**src/rtl/sync_up_counter.sv**
```systemverilog
// sync_up_counter
//   Synchronous binary up-counter, 0..MAX_COUNT, then wraps to 0.
//   Features: enable, parallel load with clamp to MAX_COUNT, and a
//   combinational terminal-count flag (tc) for cascading stages.
//   It also drives a registered one-cycle wrap pulse.
//   Next-state logic uses per-bit toggle conditions (ripple of lower ones).
//   Optional build macro: SYNC_UP_COUNTER_SATURATE_EN
//     defined   -> counter holds at MAX_COUNT, wrap tied low
//     undefined -> counter wraps MAX_COUNT -> 0 with a wrap pulse
module sync_up_counter #(
  parameter int WIDTH     = 4,
  parameter int MAX_COUNT = 2**WIDTH-1
) (
  input  logic             clk,
  input  logic             rst,
  input  logic             en,
  input  logic             load,
  input  logic [WIDTH-1:0] load_val,
  output logic [WIDTH-1:0] out,
  output logic             tc,
  output logic             wrap
);

  localparam logic [WIDTH-1:0] LP_MAX = WIDTH'(MAX_COUNT);

  logic [WIDTH-1:0] r_out;
  logic             r_wrap;

  logic [WIDTH-1:0] w_toggle;
  logic [WIDTH-1:0] w_inc;
  logic [WIDTH-1:0] w_load_clamped;
  logic [WIDTH-1:0] w_next;
  logic             w_next_wrap;
  logic             w_at_max;

  assign w_at_max       = (r_out == LP_MAX);
  assign w_load_clamped = (load_val > LP_MAX) ? LP_MAX : load_val;
  assign w_inc          = r_out ^ w_toggle;

  // Per-bit toggle: bit i flips when enabled and every lower bit is 1
  always_comb begin : toggle_gen
    logic v_lower_ones;
    v_lower_ones = 1'b1;
    w_toggle     = '0;
    for (int i = 0; i < WIDTH; i++) begin
      w_toggle[i]  = en & v_lower_ones;
      v_lower_ones = v_lower_ones & r_out[i];
    end
  end

  // Next-state select: load beats enable; terminal compare caps the count
  always_comb begin
    w_next      = r_out;
    w_next_wrap = 1'b0;
    if (load) begin
      w_next = w_load_clamped;
    end else if (en) begin
      if (w_at_max) begin
`ifdef SYNC_UP_COUNTER_SATURATE_EN
        w_next = r_out;
`else
        w_next      = '0;
        w_next_wrap = 1'b1;
`endif
      end else begin
        w_next = w_inc;
      end
    end
  end

  // State registers with asynchronous reset
  always_ff @(posedge clk or posedge rst) begin
    if (rst) begin
      r_out  <= '0;
      r_wrap <= 1'b0;
    end else begin
      r_out  <= w_next;
      r_wrap <= w_next_wrap;
    end
  end

  assign out  = r_out;
  assign wrap = r_wrap;
  assign tc   = en & w_at_max;

endmodule
```
**config.mk**
```make
export PLATFORM = sky130hd
export DESIGN_NAME = sync_up_counter
export DESIGN_NICKNAME = d
export VERILOG_FILES = /design/src/rtl/sync_up_counter.sv
export SDC_FILE = /design/constraint.sdc
export NUM_CORES = 1
export LEC_CHECK = 0
export CORE_AREA = 2 2 39 41
export CTS_CLUSTER_DIAMETER = 80
export DETAILED_ROUTE_END_ITERATION = 12
export DIE_AREA = 0 0 41 43
export PLACE_DENSITY_LB_ADDON = 0.12
export SYNTH_ARGS = -nofsm -noshare
export SYNTH_HDL_FRONTEND = slang
export SYNTH_SLANG_ARGS = --single-unit
```
**constraint.sdc**
```tcl
create_clock -name clk -period 1.25 [get_ports clk]
set_input_delay 0.1875 -clock clk [delete_from_list [all_inputs] [get_ports clk]]
set_output_delay 0.1875 -clock clk [all_outputs]
set_load 0.02 [all_outputs]
```
==> results.toml, run 1 <==
[sta]
worst_pin_slew_ps = 238
finalSetupTns_ps = 0
slew_headroom = 0.839
slew_violations = 0
rsz0062_at_grt = "false"
fin_skew_ps = 0.680
layout_setup_ws_ps = 30.8
hold_violations = 0
setup_viol = 0
min_period_over_period = 0.975
fmax_ghz = 0.820
period_minus_slack_ps = 1220

[setup_path]
worstPathArrival_ps = 1030
critPathSlowestCell = "dfrtp_1"
worstSetupStartpointType = "register"
setup.worst_path.start = "out[0]"
slowest_delay_ps = 390
required_ps = 1060
crit_buf_inv = 2
path_cells = "buf_4 > clkdlybuf4s15_2"
critical_path_class = "reg -> out"
end_kind = "output port"
rr_startpoint = "out[0]"
crit_family = "buffers and inverters"
cp_max_fo = 5

[placement]
place_ws_ps = -451
gp_congestion = 0.703
dpl_cell_area_um2 = 483
io_buffers = 13
placedCellCount = 67

[global_routing]
grt_pass1_vias = 322
grt_overflow = 0
grt_use_total = 0.111
grt_max_degree = 8
grt_pass1_wl_um = 1310
antenna_found_initial = 0

[route]
routed-via-count = 313
avgRoutedWirePerCell_um = 10.7
first_pass_iters = 3
drt-vias-per-instance = 4.41
drt.antenna.violating_nets = 0
drt-initial-drc-count = 4
drt_drc_violations_left = 0
drt-total-wl_um = 759

[cts]
ctsHtreeMaxLevel = 1
cts_root_buffer = "clkbuf_4"
cts_buffers = 3
insertion_delay_ps = 230
numClockSinks = 5
cts_tree = "built"
cts.reportedPaths.clkPinSlew_ps = 40
clockBufferDepth = 2

[final_layout]
design_area_um2 = 502
utilization = 0.363
diodes = 0
areaGrowthSynthToFinish_pct = 79.0
drive_above_1_share = 0.291
layoutNonFillerInstCount = 71
fin_nets = 65
fillerInstances = 155

[synth]
synth_cell_types = 17
synth_nets = 40
ys_ff_latch = 5
netlist_area_um2 = 280
synth_top_area_share = 0.446
synth.largest_area_cell = "dfrtp_1"
postSynthCellCount = 31
synth.area.top_cells = "dfrtp_1, xor2_1, nand2_1, ha_1, nand4_1"
syn_area_per_cell_um2 = 9.04
yosys_warnings = 0
seq_area_frac_synth = 0.446

[power]
p_seq_frac = 0.355
p_sw_uw = 151
combinationalPowerShare = 0.311
powerDensity_nw_per_um2 = 1060
p_int_uw = 382
vdd.ir_drop.worst_mv = 0.301
switching_share = 0.283
leakage_nw = 0.232
p_clk_frac = 0.334

[die]
num_io_pins = 14
rows = 14
die_y_um = 43
core_um2 = 1380
initial_core_util = 0.203
dieArea_um2 = 1760
die_x_um = 41

[min_path]
hold_class = "in -> async"

[run]
max_cap_violations = 0

[run_status]
outcome = "complete, no violations"
[power groups by stage]
stage	combinational (mW)	clock (mW)	sequential [mW]
floorplan	0.0450	0	0.220
global placement	0.173	0	0.192
detailed placement	0.178	0	0.192
CTS	0.170	0.188	0.189
global route	0.186	0.192	0.191
finish	0.166	0.178	0.189
[synth_stat cells]
cell type	number
nor2_1	3
dfrtp_1	5
xor2_1	2
nand3b_1	1
o311ai_1	1
nand2_1	4
nor3_1	1
a32oi_1	1
o21ai_0	1
ha_1	1
nand4_1	2
a21oi_1	1
buf_4	1
inv_1	3
nor3b_1	1
nand3_2	1
o21ai_1	2
[cell families after synthesis]
logic type	count (synthesis)	synth area share
xor+xnor	2	0.0625
flops	5	0.446
compound gates	6	0.134
fa+ha+maj	1	0.0446
simple gates	13	0.246
buf+inv	4	0.0670
[state kept, by name, indices dropped and copies added (netlist names)]
| signal | count |
|---|---|
| wrap | 1 |
| out | 4 |
[repair_timing]
item / 4_1_cts / 5_1_grt
hold buffers: 0 / 0
setup endpoints to repair: 6 / 2
pin swaps: 0 / 2
setup buffers: 0 / 0
gates resized for setup: 16 / 2
[routing by layer]
metal	global-route usage	up-vias	share of wire
met2	0.159	8	0.51
met3	0	0	0.037
li1	-	157	-
met5	0	-	0
met1	0.142	148	0.45
met4	0.100	0	0
[cell type report]
cell class                      count  area [um2]  share of cell area
Clock buffer                        4        26.3              0.0524
Sequential cell                     5         125               0.249
Inverter                            3        11.3              0.0224
Timing Repair Buffer               21         180               0.359
Multi-Input combinational cell     22         139               0.277
Tap cell                           16        20.0              0.0399
[through the flow]
step                      hold slack [ps]  power (mW)
after floorplan                     -34.0       0.265
after global placement                401       0.364
after detailed placement              415       0.369
after CTS                             167       0.548
after global routing                  188       0.569
final                                 158       0.533
[path summary, 6_finish.rpt]
path / endpoint / slack (ps) / depth (start not counted)
worst max-delay path: out[0] / 30 / 2
worst min-delay path: out[2] / 160 / 2
worst max register to register: out[1] / 80 / 4
worst min register to register: wrap / 560 / 2
max in group asynchronous: wrap / 920 / 2
min in group clk: wrap / 490 / 4
[worst reg2reg max path: stages, from the launching register on]
cell	delay [ps]
dfrtp_1	390
buf_4	160
ha_2	170
a32oi_1	190
o311ai_1	130
[layout by cell type, fill, tap and decap left out]
cell and instances:
clkbuf_1 1, nor3_1 1, a21oi_1 1, nand3_2 1
o311ai_1 1, nor3b_1 1, xor2_1 2, o21ai_1 2
clkdlybuf4s50_1 6, buf_4 9, dfrtp_1 5, o21ai_0 1
a32oi_1 1, clkbuf_4 3, clkdlybuf4s15_2 1, nand4_1 2
nor2_1 3, buf_2 1, nand3b_1 1, clkdlybuf4s15_1 1
ha_2 1, inv_1 3, dlygate4sd2_1 3, nand2_1 4
Note: power is estimated with default switching activity, not from simulation.
==> run 2, diff against run 1 <==
- SKIP_LAST_GASP: unset -> 1
==> results.toml, run 2 (synthesized netlist as in run 1, its figures left out) <==
[run_status]
outcome = "complete, no violations"

[route]
avgRoutedWirePerCell_um = 10.7
drt-vias-per-instance = 4.41
first_pass_iters = 3
drt-initial-drc-count = 4
drt-total-wl_um = 760
routed-via-count = 313
drt_drc_violations_left = 0
drt.antenna.violating_nets = 0

[cts]
clockBufferDepth = 2
holdBufCountCts = 0
numClockSinks = 5
cts_root_buffer = "clkbuf_4"
ctsHtreeMaxLevel = 1
cts_buffers = 3
cts_tree = "built"
cts.reportedPaths.clkPinSlew_ps = 40
cts_setup_buffers = 0
insertion_delay_ps = 230

[final_layout]
drive_above_1_share = 0.291
utilization = 0.363
fillerInstances = 155
largest_register_ffs = 4
areaGrowthSynthToFinish_pct = 79.5
final_common_cell = "buf_4"
fin_nets = 65
diodes = 0
layout_common_cells = "buf_4, clkdlybuf4s50_1, dfrtp_1, nand2_1"

[global_routing]
grt_use_total = 0.111
grt_pass1_vias = 322
grtUsageMet3 = 0
grt_max_degree = 8
grt_overflow = 0
antenna_found_initial = 0
grt_pass1_wl_um = 1310
busiest_layer = "met2"
use_met1 = 0.142
grt_util_met2 = 0.159

[setup_path]
slowest_delay_ps = 390
r2r_cells = 4
worstSetupStartpointType = "register"
cp_max_fo = 5
rrSetupSlack_ps = 80
rr_startpoint = "out[0]"
required_ps = 1060
end_kind = "output port"
r2r_end = "out[1]"
critPathSlowestCell = "dfrtp_1"
path_cells = "buf_4 > clkdlybuf4s15_2"
critical_path_class = "reg -> out"
worstPathArrival_ps = 1030

[placement]
io_buffers = 13
gp_congestion = 0.703

[sta]
slew_violations = 0
rsz0062_at_grt = "false"
hold_violations = 0
period_minus_slack_ps = 1220
worst_pin_slew_ps = 238
slew_headroom = 0.839
fmax_ghz = 0.820
min_period_over_period = 0.975
finalSetupTns_ps = 0
fin_skew_ps = 0.680
setup_viol = 0

[power]
p_total_uw = 534
vdd.ir_drop.worst_mv = 0.301
powerDensity_nw_per_um2 = 1060
leakage_nw = 0.240

[die]
num_io_pins = 14
dieArea_um2 = 1760
die_x_um = 41
core_um2 = 1380
rows = 14
initial_core_util = 0.203
die_y_um = 43

[run]
max_cap_violations = 0

[min_path]
hold_class = "in -> async"
==> run 2: power by group <==
group | internal [mW] | total [mW] | switching (mW)
logic | 0.0840 | 0.166 | 0.0824
clock network | 0.120 | 0.178 | 0.0577
registers | 0.178 | 0.189 | 0.0109
total | 0.383 | 0.534 | 0.151
==> run 2: timing repair <==
action                                  4_1_cts  5_1_grt
gates resized for setup                      13        4
pin swaps                                     0        2
endpoints found under the setup margin        6        3
endpoints found under the hold margin         0        0
==> run 2: how the worst max path moves through the flow <==
stage	start	endpoint
after floorplan	out[1]	tc
after global placement	en	tc
after detailed placement	en	tc
after CTS	en	tc
after global routing	out[0]	out[0]
final	out[0]	out[0]
==> run 2: stage by stage <==
stage	instance area (um2)	cells	setup slack, ps	hold WS [ps]
4_1_cts	510	71	-114	167
6_report	503	71	30.8	158
2_1_floorplan	280	31	79.2	-34.0
5_1_grt	503	71	4.80	188
3_5_place_dp	483	67	-451	415
3_3_place_gp	483	67	-429	401
==> run 2: cell type report <==
cell class              count  area (um2)  area share
inverters                   3        11.3      0.0224
flip-flops and latches      5         125       0.249
repair buffers             21         181       0.361
multi-input cells          22         139       0.276
clock buffers               4        26.3      0.0522
well taps                  16        20.0      0.0398
==> run 2: critical path, delay by kind of cell, from the launching register on <==
family | cells | cell delay [ps]
DFF | 1 | 390
buffers and inverters | 2 | 410
==> run 2: per-layer routing <==
layer | routed length [um] | vias up
met5 | 0 | -
met4 | 0 | 0
li1 | - | 157
met1 | 344 | 148
met3 | 29 | 0
met2 | 387 | 8
